==> src/rtl/irq_ctrl.sv <==
// irq_ctrl: four-source priority interrupt controller on the aux bus.
// Registers at BASE+0..3: MASK, PEND (W1C), VECTOR (read acknowledges), EOI.
// A single request/service/ack handshake is in flight at a time; the ack
// pulse is steered back to the source that was serviced.
module irq_ctrl #(
  parameter logic [15:0] BASE = 16'h0110
) (
  input  logic        clk,
  input  logic        rst,
  input  logic [15:0] auxdaddr,
  input  logic [7:0]  auxdin,
  input  logic        auxwe,
  input  logic        auxre,
  input  logic [3:0]  src,
  output logic [7:0]  auxdout,
  output logic        auxdoutsel,
  output logic        cpu_irq,
  output logic [3:0]  ack
);

  typedef enum logic [1:0] {
    S_IDLE    = 2'd0,
    S_ASSERT  = 2'd1,
    S_SERVICE = 2'd2,
    S_ACK     = 2'd3
  } state_t;

  state_t      state_reg;
  logic [3:0]  mask_reg;
  logic [3:0]  pend_reg;
  logic [3:0]  src_d_reg;
  logic [1:0]  insvc_reg;
  logic        cpu_irq_reg;
  logic [3:0]  ack_reg;

  logic        hit_mask, hit_pend, hit_vec, hit_eoi;
  logic [3:0]  rise;
  logic [3:0]  pend_masked;
  logic        any_pend;
  logic [1:0]  id;
  logic        vec_read;
  logic        eoi_write;
  logic [3:0]  w1c_bits;
  logic [3:0]  svc_clear;
  logic [3:0]  mask_next;
  logic [3:0]  pend_next;
  logic [7:0]  vector_val;

  // Upper data bits have no meaning in any register.
  logic        unused_din_bits;
  assign unused_din_bits = ^auxdin[7:4];

  assign hit_mask   = (auxdaddr == BASE);
  assign hit_pend   = (auxdaddr == BASE + 16'd1);
  assign hit_vec    = (auxdaddr == BASE + 16'd2);
  assign hit_eoi    = (auxdaddr == BASE + 16'd3);
  assign auxdoutsel = (auxdaddr >= BASE) && (auxdaddr <= BASE + 16'd3);

  assign rise        = src & ~src_d_reg;
  assign pend_masked = pend_reg & mask_reg;
  assign any_pend    = |pend_masked;

  // Lowest-index enabled pending source wins.
  always_comb begin
    id = 2'd0;
    for (int i = 3; i >= 0; i--) begin
      if (pend_masked[i]) id = 2'(i);
    end
  end

  // Reading VECTOR only acknowledges while a request is actually presented.
  assign vec_read  = auxre && hit_vec && (state_reg == S_ASSERT) && any_pend;
  assign eoi_write = auxwe && hit_eoi;
  assign w1c_bits  = (auxwe && hit_pend) ? auxdin[3:0] : 4'h0;
  assign svc_clear = vec_read ? (4'b0001 << id) : 4'h0;
  assign mask_next = (auxwe && hit_mask) ? auxdin[3:0] : mask_reg;

  // A new rising edge always beats a same-edge clear, so no event is lost.
  generate
    for (genvar gi = 0; gi < 4; gi++) begin : g_pend
      assign pend_next[gi] = rise[gi] | (pend_reg[gi] & ~w1c_bits[gi] & ~svc_clear[gi]);
    end
  endgenerate

  assign vector_val = (state_reg == S_ASSERT && any_pend) ? {6'b100000, id} : 8'h00;

  // Register read mux; EOI and unused bits read as zero.
  always_comb begin
    auxdout = 8'h00;
    if (hit_mask)      auxdout = {4'h0, mask_reg};
    else if (hit_pend) auxdout = {4'h0, pend_reg};
    else if (hit_vec)  auxdout = vector_val;
  end

  // Source sampling, mask and pending register updates.
  always_ff @(posedge clk) begin
    if (!rst) begin
      mask_reg  <= 4'h0;
      pend_reg  <= 4'h0;
      src_d_reg <= 4'h0;
    end else begin
      mask_reg  <= mask_next;
      pend_reg  <= pend_next;
      src_d_reg <= src;
    end
  end

  // Request/service/ack sequencer with registered cpu_irq and ack outputs.
  always_ff @(posedge clk) begin
    if (!rst) begin
      state_reg   <= S_IDLE;
      insvc_reg   <= 2'd0;
      cpu_irq_reg <= 1'b0;
      ack_reg     <= 4'h0;
    end else begin
      ack_reg <= 4'h0;
      case (state_reg)
        S_IDLE: begin
          if (any_pend) begin
            state_reg   <= S_ASSERT;
            cpu_irq_reg <= 1'b1;
          end
        end
        S_ASSERT: begin
          if (vec_read) begin
            state_reg   <= S_SERVICE;
            insvc_reg   <= id;
            cpu_irq_reg <= 1'b0;
          end else if ((pend_next & mask_next) == 4'h0) begin
            state_reg   <= S_IDLE;
            cpu_irq_reg <= 1'b0;
          end
        end
        S_SERVICE: begin
          if (eoi_write) begin
            state_reg <= S_ACK;
            ack_reg   <= 4'b0001 << insvc_reg;
          end
        end
        S_ACK: begin
          state_reg <= S_IDLE;
        end
        default: begin
          state_reg   <= S_IDLE;
          cpu_irq_reg <= 1'b0;
        end
      endcase
    end
  end

  assign cpu_irq = cpu_irq_reg;
  assign ack     = ack_reg;

endmodule

==> config.mk <==
export PLATFORM = sky130hd
export DESIGN_NAME = irq_ctrl
export DESIGN_NICKNAME = d
export VERILOG_FILES = /design/src/rtl/irq_ctrl.sv
export SDC_FILE = /design/constraint.sdc
export NUM_CORES = 1
export LEC_CHECK = 0
export CAP_MARGIN = 15
export CELL_PAD_IN_SITES_DETAIL_PLACEMENT = 0
export CELL_PAD_IN_SITES_GLOBAL_PLACEMENT = 1
export CORE_MARGIN = 2
export CORE_UTILIZATION = 27
export DETAILED_ROUTE_END_ITERATION = 8
export HOLD_SLACK_MARGIN = 0.05
export MAX_ROUTING_LAYER = met4
export PLACE_DENSITY_LB_ADDON = 0.1
export SLEW_MARGIN = 30
export SYNTH_ARGS = -nofsm -noshare
export SYNTH_HDL_FRONTEND = slang
export SYNTH_SLANG_ARGS = --single-unit
==> constraint.sdc <==
create_clock -name clk -period 2.3 [get_ports clk]
set_clock_uncertainty 0.15 [all_clocks]
set_input_delay 0.46 -clock clk [delete_from_list [all_inputs] [get_ports clk]]
set_output_delay 0.46 -clock clk [all_outputs]
set_load 0.05 [all_outputs]
==> reports/metrics.yaml, run 1 <==
cts_buffer_depth: 2
insertedDiodeCount: 0
floorplan.core_area_sq_um: 4030
dieArea_sq_um: 4740
outcome: "finished, violations left"
ctsRootBufferMaster: "clkbuf_8"
hp-class: "reg2reg"
nets: 244
pin_count_of_the_biggest_net_entering_global_routing: 20
fp.dieW_um: 68.9
maxCapViolCount: 0
routed-via-count: 1248
post-synth-top-area-fraction_pct: 37.0
cts_htree_levels: 1
vdd.ir_drop.worst_mv: 0.269
power_frac_clock_pct: 32.8
synth_common_cells: "dfxtp_1 (21), nand2_1 (12), nor2b_1 (10)"
timing_hold_violations_final: 0
gp_congestion: 0.937
worst_pin_slew_ps: 582
dp_cells: 238
fill_cells: 387
tcrit_tclk_final_pct: 100
boundaryPins: 46
pwr-share-comb_pct: 16.3
ranking_of_synthesized_cells_by_area: "dfxtp_1 (37%), mux2i_1 (6.2%), nor2b_1 (5.5%)"
most_common_cell_in_the_netlist: "dfxtp_1"
final_hpwl_dp_um: 2580
num_rows: 23
finalWirelength_um: 3580
floorplan.initialDensity_pct: 28.2
synth_top_cell_by_area: "dfxtp_1"
fin_tns_setup_ps: -10.2
timing.critical_path.arrival_ps: 1700
setup.worst_path.end_class: "primary output"
synth.avg_cell_area_sq_um: 8.42
clock_sink_count: 21
grt_usage_pct: 16.9
worst_path_required_time_ps: 1690
die-height_um: 68.9
detailedRoute.firstIterationViolations: 48
via_per_inst: 4.78
grt_pass1_vias: 1208
powerDensity_nw_per_um2: 352
cts_tree: "done"
power.share.sequential_pct: 50.8
cts_hold_buf: 0
final_core_utilization_pct: 52.8
synth_edf_count: 0
final-setup-viol-count: 1
critPathMaxFanout: 5
routedWlPerCell_um: 13.7
synth-seq-cells: 21
antenna_found_initial: 0
max-slew-margin-rel_pct: 60.8
synth.yosys.warnings: 0
numCtsBuffers: 3
power.internal_uw: 565
failed_checks: "setup timing"
route.antenna.remaining_nets: 0
drc: 0
syn-instance-count: 135
worst_setup_path_start_kind: "flop"
synth.lib_cells_used.distinct: 37
report.power.total_uw: 749
ys_dominant_reg_cell: "dfxtp_1"
asyncSetResetFlopFracSynth_pct: 0
fmaxAchievable_mhz: 433
drt_pass1_iterations: 4
power.leakage_nw: 0.841
clk_transition_reported_paths_ps: 80
yosysSeqAreaShare_pct: 37.0
flow.area_growth_from_synthesis_pct: 87.3
critPathKind: "reg2out"
grt_setup_unrepaired: "yes"
post-route-worst-setup-slack_ps: -10.2
max_slew_violation_count: 0
switching_power_uw: 184
grt_pass1_wl_um: 5700
layout.cells.non_filler: 261
port_buffers: 38
clock_insertion_delay_worst_skew_ps: 260
drive_gt1_share_pct: 40.8
post-route-min-period_ps: 2310
synth_area_sq_um: 1140
overflow: 0
swShare_pct: 24.5
placed cells by master, fill, tap and decap left out, types with 3 or more instances in the layout:
cell / count
conb_1: 3
dlygate4sd2_1: 4
dfxtp_1: 19
nor2b_1: 10
mux2i_4: 3
buf_6: 10
clkbuf_8: 3
buf_2: 3
nand4_1: 3
buf_4: 37
o21ai_0: 4
and2_1: 9
buf_12: 7
nor2_1: 6
a21oi_1: 6
nand2b_1: 3
o21a_1: 3
nand2_1: 12
clkdlybuf4s50_1: 16
mux2i_1: 4
worst paths after layout:
| kind | startpoint | endpoint | slack, ps | cells past startpoint |
|---|---|---|---|---|
| max | mask_reg[0]$_SDFF_PN0_ | auxdout[1] | -10 | 5 |
| min | insvc_reg[0]$_SDFFE_PN0P_ | ack[2]$_SDFF_PN0_ | 350 | 1 |
| max reg2reg | state_reg[0]$_SDFFE_PN0P_ | state_reg[0]$_SDFFE_PN0P_ | 150 | 9 |
| min reg2reg | insvc_reg[0]$_SDFFE_PN0P_ | ack[2]$_SDFF_PN0_ | 350 | 1 |
per-stage QoR:
step / worst slack, ps / instance area [sq um] / hold WS (ps)
after floorplan: -144 / 1200 / 280
after detailed placement: -510 / 1810 / 327
after global routing: -91.6 / 2130 / 378
after CTS: -72.0 / 2010 / 347
after global placement: -529 / 1810 / 318
final: -10.2 / 2130 / 347
final cells by class:
| cell class | count | area, sq um | area share [%] |
|---|---|---|---|
| Multi-Input combinational cell | 105 | 835 | 39.2 |
| Timing Repair Buffer | 79 | 756 | 35.5 |
| Tap cell | 50 | 62.6 | 2.94 |
| Clock buffer | 4 | 45.0 | 2.12 |
| Sequential cell | 21 | 423 | 19.9 |
| Inverter | 2 | 7.51 | 0.353 |
timing repair:
action                                  CTS  global route
pin swaps                                11             9
endpoints found under the setup margin    8            10
buffers inserted                         15             4
cloned                                    0             0
gates resized for setup                  59            25
cell families after synthesis:
group | Yosys count | share of synthesized area, %
AOI/OAI and AO/OA | 30 | 17.0
buffers and inverters | 11 | 5.40
DFF | 21 | 37.0
muxes | 8 | 7.16
other | 1 | 0.330
and+or+nand+nor | 64 | 33.1
power by group through the flow:
stage | clock (mW) | combinational (mW) | sequential, mW
after floorplan | 0 | 0.0519 | 0.386
after CTS | 0.255 | 0.116 | 0.379
after detailed placement | 0 | 0.118 | 0.388
final | 0.246 | 0.122 | 0.381
after global placement | 0 | 0.119 | 0.388
after global routing | 0.273 | 0.133 | 0.381
routing by layer:
metal / vias up / track usage [%] / part of all wire (%)
li1: 627 / - / -
met1: 588 / 18.3 / 41
met2: 27 / 31.1 / 54
met3: 6 / 4.06 / 3.6
met4: 0 / 3.92 / 1.5
met5: - / - / 0
critical path: stages (launching register included):
cell     delay [ps]
dfxtp_1         440
a21oi_1         170
a21oi_2         240
nand3_4         150
o32ai_4         260
buf_12          180
No activity file was read; power rests on OpenSTA's default activity.
==> inputs of run 2 (changes only) <==
--- a/config.mk
+++ b/config.mk
@@ -11,7 +11,6 @@
 export CORE_MARGIN = 2
 export CORE_UTILIZATION = 27
 export DETAILED_ROUTE_END_ITERATION = 8
-export HOLD_SLACK_MARGIN = 0.05
 export MAX_ROUTING_LAYER = met4
 export PLACE_DENSITY_LB_ADDON = 0.1
 export SLEW_MARGIN = 30
==> results of run 2 <==
The final DEF is identical to that of run 1; final timing and power are the same.
==> inputs of run 3 (changes only) <==
--- a/config.mk
+++ b/config.mk
@@ -9,7 +9,8 @@
 export CELL_PAD_IN_SITES_DETAIL_PLACEMENT = 0
 export CELL_PAD_IN_SITES_GLOBAL_PLACEMENT = 1
 export CORE_MARGIN = 2
-export CORE_UTILIZATION = 27
+export CORE_UTILIZATION = 30
+export CTS_CLUSTER_SIZE = 8
 export DETAILED_ROUTE_END_ITERATION = 8
 export MAX_ROUTING_LAYER = met4
 export PLACE_DENSITY_LB_ADDON = 0.1
==> constraint.sdc (replaced) <==
create_clock -name clk -period 2.15 [get_ports clk]
set_clock_uncertainty 0.15 [all_clocks]
set_input_delay 0.43 -clock clk [delete_from_list [all_inputs] [get_ports clk]]
set_output_delay 0.43 -clock clk [all_outputs]
set_load 0.05 [all_outputs]
==> reports/metrics.yaml, run 3 (synthesis results as in run 1) <==
outcome: "finished, violations left"  # unchanged
failed_checks: "setup timing"  # unchanged
dp_cells: 234  # was 238
routed-via-count: 1177  # was 1,248
count_of_cells_along_the_worst_register_to_register_path: 8  # was 9
clk_transition_reported_paths_ps: 70  # was 80 ps
via_per_inst: 4.80  # was 4.78
port_buffers: 38  # unchanged
insertedDiodeCount: 0  # unchanged
floorplan.initialDensity_pct: 31.0  # was 28.2%
final_hpwl_dp_um: 2430  # was 2580 um
critPathSlowestCell: "nor4b_4"  # was dfxtp_1
worst_path_largest_cell_delay_ps: 270  # was 440 ps
timing_hold_violations_final: 0  # unchanged
final-setup-viol-count: 4  # was 1
antenna_found_initial: 0  # unchanged
route.antenna.remaining_nets: 0  # unchanged
finish.instance_area_sq_um: 1980  # was 2130 sq um
swShare_pct: 24.4  # was 24.5%
timing.critical_path.buf_inv: 3  # was 1
routedWlPerCell_um: 12.7  # was 13.7 um
die-height_um: 65.5  # was 68.9 um
power_frac_clock_pct: 32.7  # was 32.8%
worst_path_required_time_ps: 2140  # was 1690 ps
max_slew_violation_count: 0  # unchanged
post-route-min-period_ps: 2240
crit_path_cell_chain: "buf_6, nor4b_4, buf_4, and4_1, and4bb_1, buf_6, mux2i_1, o22ai_1, a211oi_2, o22ai_1"  # was a21oi_1, a21oi_2, nand3_4, o32ai_4, buf_12
clock_insertion_delay_worst_skew_ps: 260  # about the same
overflow: 0  # unchanged
critical_path_cell_count: 10  # was 5
fp.dieW_um: 65.5  # was 68.9 um
power.internal_uw: 596  # was 565 uW
layout.cells.non_filler: 245  # was 261
setup.worst_path.end_class: "flop"  # was primary output
drt_pass1_iterations: 4  # unchanged
critPathMaxFanout: 4  # was 5
cts_tree: "done"  # unchanged
maxCapViolCount: 0  # unchanged
nets: 230  # was 244
num_rows: 22  # was 23
numCtsBuffers: 3  # unchanged
cts_buffer_depth: 2  # unchanged
floorplan.core_area_sq_um: 3660  # was 4030 sq um
powerDensity_nw_per_um2: 398  # was 352 nW/um^2
grt_setup_unrepaired: "yes"  # unchanged
dieArea_sq_um: 4300  # was 4740 sq um
critPathKind: "in2reg"  # was reg2out
ctsRootBufferMaster: "clkbuf_8"  # unchanged
switching_power_uw: 192  # was 184 uW
grt_pass1_vias: 1198  # was 1,208
post_dp_cell_area_sq_um: 1820  # was 1810 sq um
most_common_cell_after_layout_fill_and_taps_aside: "buf_4"  # unchanged
finalWirelength_um: 3120  # was 3580 um
hold-path-cell-count: 2  # was 1
gp_congestion: 0.822  # was 0.937
clock_sink_count: 21  # unchanged
power.share.sequential_pct: 51.7  # was 50.8%
fmaxAchievable_mhz: 446
boundaryPins: 46  # unchanged
worst_setup_path_start_kind: "input pin"  # was flop
path_delay_family: "simple AND/OR/NAND/NOR gates"  # was compound AO/OA/AOI/OAI gates
drive_gt1_share_pct: 36.5  # was 40.8%
grt_usage_pct: 17.0  # was 16.9%
final_cell_mix: "buf_4 (25), dfxtp_1 (19), clkdlybuf4s50_1 (15), nand2_1 (12), nor2b_1 (9)"  # was buf_4 (37), dfxtp_1 (19), clkdlybuf4s50_1 (16), nand2_1 (12)
timing.hold.ws_ps: 339  # was 347 ps
power.leakage_nw: 0.750  # was 0.841 nW
timing.critical_path.arrival_ps: 2230  # was 1700 ps
detailedRoute.firstIterationViolations: 48  # unchanged
flow.area_growth_from_synthesis_pct: 74.3  # was 87.3%
pin_count_of_the_biggest_net_entering_global_routing: 20  # unchanged
drc: 0  # unchanged
tcrit_tclk_final_pct: 104
report.power.total_uw: 788  # was 749 uW
vdd.ir_drop.worst_mv: 0.338  # was 0.269 mV
cts_htree_levels: 1  # unchanged
fin_tns_setup_ps: -305  # was -10.2 ps
post-route-worst-setup-slack_ps: -91.5  # was -10.2 ps
hp-class: "reg2reg"  # unchanged
pwr-share-comb_pct: 15.6  # was 16.3%
grt_pass1_wl_um: 5430  # was 5700 um
## run 3: repair_timing
item | 4_1_cts | 5_1_grt
hold buffers | 0 | 0
setup endpoints to repair | 13 | 7
pin swaps | 16 | 6
resized for setup | 66 | 8
setup buffers | 7 | 0
## run 3: layout make-up
cell class	count	area, sq um
Fill cell	333	1680
Multi-Input combinational cell	105	806
Timing Repair Buffer	65	638
Sequential cell	21	423
Tap cell	48	60.1
Clock buffer	3	41.3
Inverter	2	7.51
Clock inverter	1	5.00
## run 3: worst register-to-register path, delay by kind of cell, from the launching register on
family	cells	cell delay, ps
buffers and inverters	1	150
AOI/OAI and AO/OA	5	980
and+or+nand+nor	2	360
DFF	1	390
## run 3: per-layer routing
layer  track usage [%]  part of all wire, %  vias up
met5                 -                    0        -
met4              6.51                  1.2        0
met3              3.60                  3.6        6
met2              29.8                   53       25
met1              18.9                   42      550
li1                  -                    -      596
## run 3: worst paths after layout
| check | start | to | slack, ps |
|---|---|---|---|
| max | auxdaddr[9] | state_reg[0]$_SDFFE_PN0P_ | -90 |
| min reg2reg | insvc_reg[1]$_SDFFE_PN0P_ | ack[2]$_SDFF_PN0_ | 340 |
| max reg2reg | state_reg[0]$_SDFFE_PN0P_ | state_reg[0]$_SDFFE_PN0P_ | 20 |
| min | insvc_reg[1]$_SDFFE_PN0P_ | ack[2]$_SDFF_PN0_ | 340 |
## run 3: power by group through the flow
stage	clock, mW	combinational [mW]	sequential [mW]
after floorplan	0	0.0572	0.413
after global placement	0	0.124	0.415
after detailed placement	0	0.125	0.416
after CTS	0.271	0.123	0.407
after global routing	0.286	0.133	0.409
final	0.258	0.123	0.408
## run 3: stage by stage
stage | setup slack (ps) | util (%)
finish | -91.5 | 54.1
CTS | -216 | 53.3
global route | -206 | 54.1
floorplan | -157 | -
global placement | -640 | 49.7
detailed placement | -679 | 49.7
